`config.mk`:
```
export PLATFORM = sky130hd
export DESIGN_NAME = hes_msg_feeder
export DESIGN_NICKNAME = d
export VERILOG_FILES = /design/src/rtl/hes_pkg.sv /design/src/rtl/hes_byte_fifo.sv /design/src/rtl/hes_msg_feeder.sv
export SDC_FILE = /design/constraint.sdc
export NUM_CORES = 1
export LEC_CHECK = 0
export ABC_CLOCK_PERIOD_IN_PS = 1900
export CAP_MARGIN = 20
export CORE_MARGIN = 2
export CORE_UTILIZATION = 45
export CTS_CLUSTER_SIZE = 8
export DETAILED_ROUTE_END_ITERATION = 10
export PLACE_DENSITY = 0.71
export SYNTH_ARGS = -nofsm -noshare
export SYNTH_HDL_FRONTEND = slang
export SYNTH_SLANG_ARGS = --single-unit
```
`constraint.sdc`:
```
create_clock -name clk -period 1.9 [get_ports clk]
set_input_delay 0.285 -clock clk [delete_from_list [all_inputs] [get_ports clk]]
set_output_delay 0.285 -clock clk [all_outputs]
set_load 0.01 [all_outputs]
```
`src/rtl/hes_pkg.sv`:
```
// Shared types for the hash message feeder: FSM states, FIFO entry layout, length-append size.
// HES_LEN_APPEND_EN adds the LEN state that appends a 64-bit big-endian byte count.
package hes_pkg;

    localparam int unsigned HES_LEN_BYTES = 8;

    typedef enum logic [2:0] {
        StIdle   = 3'd0,
        StStart  = 3'd1,
        StStream = 3'd2,
`ifdef HES_LEN_APPEND_EN
        StLen    = 3'd3,
`endif
        StEof    = 3'd4
    } feeder_state_t;

    typedef struct packed {
        logic       empty;
        logic       last;
        logic [7:0] data;
    } feeder_entry_t;

endpackage

```
`src/rtl/hes_byte_fifo.sv`:
```
// Synchronous FIFO. The head entry is read straight from the storage registers
// and stays stable until it is popped.
module hes_byte_fifo #(
    parameter int unsigned DEPTH = 4,
    parameter int unsigned WIDTH = 10
) (
    input  logic             clk,
    input  logic             rst,
    input  logic             wr_en,
    input  logic [WIDTH-1:0] wr_data,
    input  logic             rd_en,
    output logic [WIDTH-1:0] rd_data,
    output logic             full,
    output logic             empty
);

    localparam int unsigned AW = $clog2(DEPTH);

    logic [WIDTH-1:0] mem [DEPTH];
    logic [AW:0]      wr_ptr;
    logic [AW:0]      rd_ptr;
    logic             do_wr;
    logic             do_rd;

    // The extra pointer bit tells full from empty when the addresses match.
    assign empty   = (wr_ptr == rd_ptr);
    assign full    = (wr_ptr[AW] != rd_ptr[AW]) && (wr_ptr[AW-1:0] == rd_ptr[AW-1:0]);
    assign do_wr   = wr_en && !full;
    assign do_rd   = rd_en && !empty;
    assign rd_data = mem[rd_ptr[AW-1:0]];

    always_ff @(posedge clk) begin
        if (rst) begin
            wr_ptr <= '0;
            rd_ptr <= '0;
        end else begin
            if (do_wr) wr_ptr <= wr_ptr + 1'b1;
            if (do_rd) rd_ptr <= rd_ptr + 1'b1;
        end
    end

    always_ff @(posedge clk) begin
        if (do_wr) mem[wr_ptr[AW-1:0]] <= wr_data;
    end

endmodule

```
`src/rtl/hes_msg_feeder.sv`:
```
// Input stage of the hash datapath: buffers framed bytes and feeds them one at a time.
// With HES_LEN_APPEND_EN defined, each non-empty message is followed by its 8-byte length.
module hes_msg_feeder
    import hes_pkg::*;
#(
    parameter int unsigned DEPTH = 4,
    parameter int unsigned LEN_W = 32
) (
    input  logic             clk,
    input  logic             rst,
    input  logic             in_valid,
    input  logic [7:0]       in_data,
    input  logic             in_last,
    input  logic             in_empty,
    output logic             in_ready,
    input  logic             F_rtr,
    input  logic             H_ready,
    output logic             F_dr,
    output logic [7:0]       M_byte,
    output logic             start,
    output logic             case_rc0,
    output logic             End_of_File,
    output logic [LEN_W-1:0] msg_len
);

    feeder_state_t     state;
    logic [LEN_W-1:0]  msg_len_q;
    feeder_entry_t     wr_entry;
    feeder_entry_t     head;
    logic [9:0]        head_bits;
    logic              fifo_full;
    logic              fifo_empty;
    logic              fifo_wr;
    logic              fifo_rd;
    logic              hs;
`ifdef HES_LEN_APPEND_EN
    logic [2:0]        len_idx;
    logic [63:0]       len64;
`endif

    assign in_ready = !fifo_full && !rst;
    assign fifo_wr  = in_valid && in_ready;
    assign head     = feeder_entry_t'(head_bits);

    // An empty token carries no data; normalise its payload so the head is predictable.
    always_comb begin
        wr_entry       = '0;
        wr_entry.empty = in_empty;
        wr_entry.last  = in_last && !in_empty;
        wr_entry.data  = in_empty ? 8'h00 : in_data;
    end

    hes_byte_fifo #(
        .DEPTH (DEPTH),
        .WIDTH ($bits(feeder_entry_t))
    ) u_fifo (
        .clk     (clk),
        .rst     (rst),
        .wr_en   (fifo_wr),
        .wr_data (wr_entry),
        .rd_en   (fifo_rd),
        .rd_data (head_bits),
        .full    (fifo_full),
        .empty   (fifo_empty)
    );

    always_comb begin
        F_dr    = 1'b0;
        M_byte  = 8'h00;
        fifo_rd = 1'b0;
`ifdef HES_LEN_APPEND_EN
        len64                = '0;
        len64[LEN_W-1:0]     = msg_len_q;
`endif
        unique case (state)
            StStart: fifo_rd = head.empty;
            StStream: begin
                F_dr    = !fifo_empty;
                M_byte  = fifo_empty ? 8'h00 : head.data;
                fifo_rd = !fifo_empty && F_rtr;
            end
`ifdef HES_LEN_APPEND_EN
            StLen: begin
                F_dr   = 1'b1;
                M_byte = len64[{3'd7 - len_idx, 3'b000} +: 8];
            end
`endif
            default: ;
        endcase
    end

    assign hs          = F_dr && F_rtr;
    assign start       = (state == StStart);
    assign End_of_File = (state == StEof);
    assign msg_len     = msg_len_q;
    assign case_rc0    = (msg_len_q == '0);

    always_ff @(posedge clk) begin
        if (rst) begin
            state     <= StIdle;
            msg_len_q <= '0;
`ifdef HES_LEN_APPEND_EN
            len_idx   <= '0;
`endif
        end else begin
            unique case (state)
                StIdle: if (!fifo_empty) state <= StStart;
                StStart: begin
                    msg_len_q <= '0;
                    state     <= head.empty ? StEof : StStream;
                end
                StStream: begin
                    if (hs) begin
                        msg_len_q <= msg_len_q + LEN_W'(1);
                        if (head.last) begin
`ifdef HES_LEN_APPEND_EN
                            state   <= StLen;
                            len_idx <= '0;
`else
                            state   <= StEof;
`endif
                        end
                    end
                end
`ifdef HES_LEN_APPEND_EN
                StLen: begin
                    if (hs) begin
                        len_idx <= len_idx + 1'b1;
                        if (len_idx == 3'(HES_LEN_BYTES - 1)) state <= StEof;
                    end
                end
`endif
                StEof: if (H_ready) state <= StIdle;
                default: state <= StIdle;
            endcase
        end
    end

endmodule

```
==> results.md <==
- Crit path DAT: ~2300 ps
- Crit Path Class: reg2reg
- Port bufs: 59
- RSZ-0062 raised after global routing: true
- Hold path start: msg_len[27]
- Routability congestion estimate: 0.845
- Synth-to-layout area growth: 53.4%
- Sink Count: 83
- Initial core utilization: 46.6%
- Global-route wire length before repair: 16.3 mm
- WP data required: between 2000 and 2500 ps
- Status: finished with violations
- Reg area: 0.00210 mm2
- CTS root buffer: clkbuf_8
- Hold slack: approximately 540 ps
- N_diodes: 0
- Max_cap viols: 0
- Max Fclk: 481 MHz
- CTS tree: done
- DR iter-0 viols: around 250
- Worst-path fanout max: 5
- Tcrit/Tclk final: 109%
- Initial antenna violation count: 0
- DRC: 0
- P per Cell Area: around 640 mW/mm2
- TritonCTS Buffers: 9
- Vias in the first global route: about 3,400
- Number of synthesis warnings: 0
- Post-synth EDFFs: 40
- I/O Pins: 60
- Mapped Cells: about 350
- Crit Reg-Reg Startpoint: u_fifo.wr_ptr[2]
- Minimum clock period after layout: 2080 ps
- Largest net degree at the start of global routing: 17
- Total wire length after detailed routing: between 10 and 15 mm
- Die X-Extent: 96.2 um
- Syn_nets: 370
- Post-Syn Area: between 0.003 and 0.004 mm2
- Vias per inst: between 5 and 6
- Final setup margin: -178 ps
- Worst-Margin Slew: 503 ps
- Rows: 33
- Post-Syn Area per Cell: around 11 um2
- Worst-case reg-to-reg path depth: 8
- RR Endpoint: msg_len[31]
- Worst slew margin: approximately 66%
- Die ar.: between 0.009 and 0.01 mm2
- Vias after detailed routing: approximately 3,500
- GRT Total Usage: between 20% and 30%
- Setup Skew: 12.5 ps
- Antenna viol nets, final: 0
- Startpoint class of the critical path: flop
- Drt pass-1 iters: 4
- DP HPWL: roughly 6.7 mm
- Worst skew pair latency: ~380 ps
- Failing checks: setup timing
- Sequential area share after synthesis: a little over half
- CTS H-tree depth: 3
- Commonest non-fill, non-tap cell in the layout: buf_4
- Grt ovf: 0
- Longest Clk Path Bufs: 2
- HP Class: reg2reg
- WL/cell: 19.0 um
- Most common flop cell mapped by yosys: dfxtp_1
- Slew Viols, Final: 0
- Reg2reg setup slack: -180 ps
- VDD IR max: approximately 0.53 mV
- Layout cells sized above 1: about two fifths
- Nets: 512
- Most frequent cells in the layout: buf_4, clkdlybuf4s50_1, edfxtp_1, dfxtp_1
- Area occupied by multi-input gates: ~0.0020 mm2
- Die Height: between 90 and 100 um
- Core area: 0.00822 mm2
- Pre-CTS setup slack: -410 ps
- Hold path depth: 2
- Synth cell types: 45
- Share of flip-flops with an asynchronous set or reset: 0%
- Leak: ~2.1 nW
- Worst Hold End: msg_len[27]
- Hold Fails Final Rpt: 0
- Hold Buf Count CTS: 0
- Seq cells post-synth: between 80 and 90
- Final setup fails: 38
- Core Util, Final: a little under three quarters
- Critical Path Sink Type: flop
- FILL cells: roughly 540
- Clock transition at the registers of the reported paths: ~100 ps
-- repair_timing --
action,4_1_cts,5_1_grt
resized for setup,91,80
pin swaps,19,28
endpoints found under the setup margin,29,73
setup buffers,15,4
gates cloned,2,1
-- cells by family after synthesis --
group                    count (synthesis)  share of synthesized area (%)
AND/OR/NAND/NOR                        133                           20.1
flip-flops                              83                           53.9
multiplexers                            11                           6.14
AO/OA/AOI/OAI                           71                           11.7
adder cells (fa/ha/maj)                  7                           2.29
XOR/XNOR                                11                           2.52
buffers and inverters                   32                           3.43
-- cell type report --
| type | instances | area share (%) |
|---|---|---|
| flip-flops and latches | 83 | 35.7 |
| multi-input cells | 233 | 34.2 |
| repair buffers | 146 | 23.2 |
| well taps | 105 | 2.24 |
| clock buffers | 9 | 2.11 |
| clock inverters | 7 | 1.41 |
| inverters | 17 | 1.09 |
-- worst max-delay path, cell delays in order, from the launching register on --
cell and delay (ps):
dfxtp_4 370, xor2_4 220, buf_6 150, o31a_1 220, buf_4 150, o21ai_1 100
buf_4 200, o31ai_1 430, a21oi_2 110
-- through the flow --
step	instances	TNS, ps	power (mW)	instance area, um2
floorplan	348	0	2.16	3830
global placement	564	-6300	2.35	5060
detailed placement	564	-7770	2.37	5060
CTS	597	-390	3.71	5520
global route	600	-4760	3.91	5870
finish	600	-1840	3.79	5870
-- cells in the mapped netlist (2+ instances only) --
cell,instances,area (um2)
dfxtp_1,43,861
edfxtp_1,40,1200
a21oi_1,27,135
nor2_1,21,78.8
nor2b_1,18,113
inv_1,17,63.8
nand2_1,15,56.3
o21ai_0,14,70.1
or3_1,14,87.6
or4_1,13,97.6
o31ai_1,12,90.1
nand4_1,11,68.8
mux4_2,10,225
nand3_1,9,45.0
clkbuf_1,8,30.0
ha_1,7,87.6
nor4_1,7,43.8
xnor2_1,7,61.3
and2_1,6,37.5
buf_2,5,25.0
nor3_1,5,25.0
o211ai_1,5,37.5
xor2_1,4,35.0
a2111oi_0,3,26.3
and4_1,3,26.3
and3_1,2,12.5
nor4b_1,2,17.5
o311a_1,2,20.0
o311ai_0,2,17.5
-- flip-flops by register name (all words and copies together) (netlist names), named ones only --
| name | cells |
|---|---|
| u_fifo.mem | 40 |
| msg_len | 32 |
| state | 3 |
| u_fifo.wr_ptr | 3 |
| u_fifo.rd_ptr | 3 |
-- how the worst max path moves through the flow --
stage	start	cells after the start	slack [ps]	end
final	u_fifo.wr_ptr[2]	8	-180	msg_len[31]
after global routing	u_fifo.wr_ptr[0]	8	-200	msg_len[31]
after global placement	F_rtr	8	-380	msg_len[5]
after CTS	u_fifo.wr_ptr[0]	6	-80	M_byte[6]
after detailed placement	F_rtr	8	-410	msg_len[5]
after floorplan	msg_len[4]	6	3	msg_len[19]
-- report_power, final --
| part | leakage, nW | internal [mW] | switching, mW |
|---|---|---|---|
| Combinational | 1.29 | 0.247 | 0.256 |
| Clock | 0.0984 | 0.627 | 0.723 |
| Sequential | 0.727 | 1.91 | 0.0278 |
-- per-layer routing --
layer | wire [um] | GRT usage (%) | share of wire (%) | up-vias
met4 | 348 | 8.10 | 3.1 | 0
met5 | 0 | 0 | 0 | -
li1 | - | - | - | 1606
met1 | 4440 | 28.8 | 39 | 1728
met2 | 6000 | 40.6 | 53 | 139
met3 | 610 | 5.56 | 5.4 | 35
Note: power is estimated with default switching activity, not from simulation.
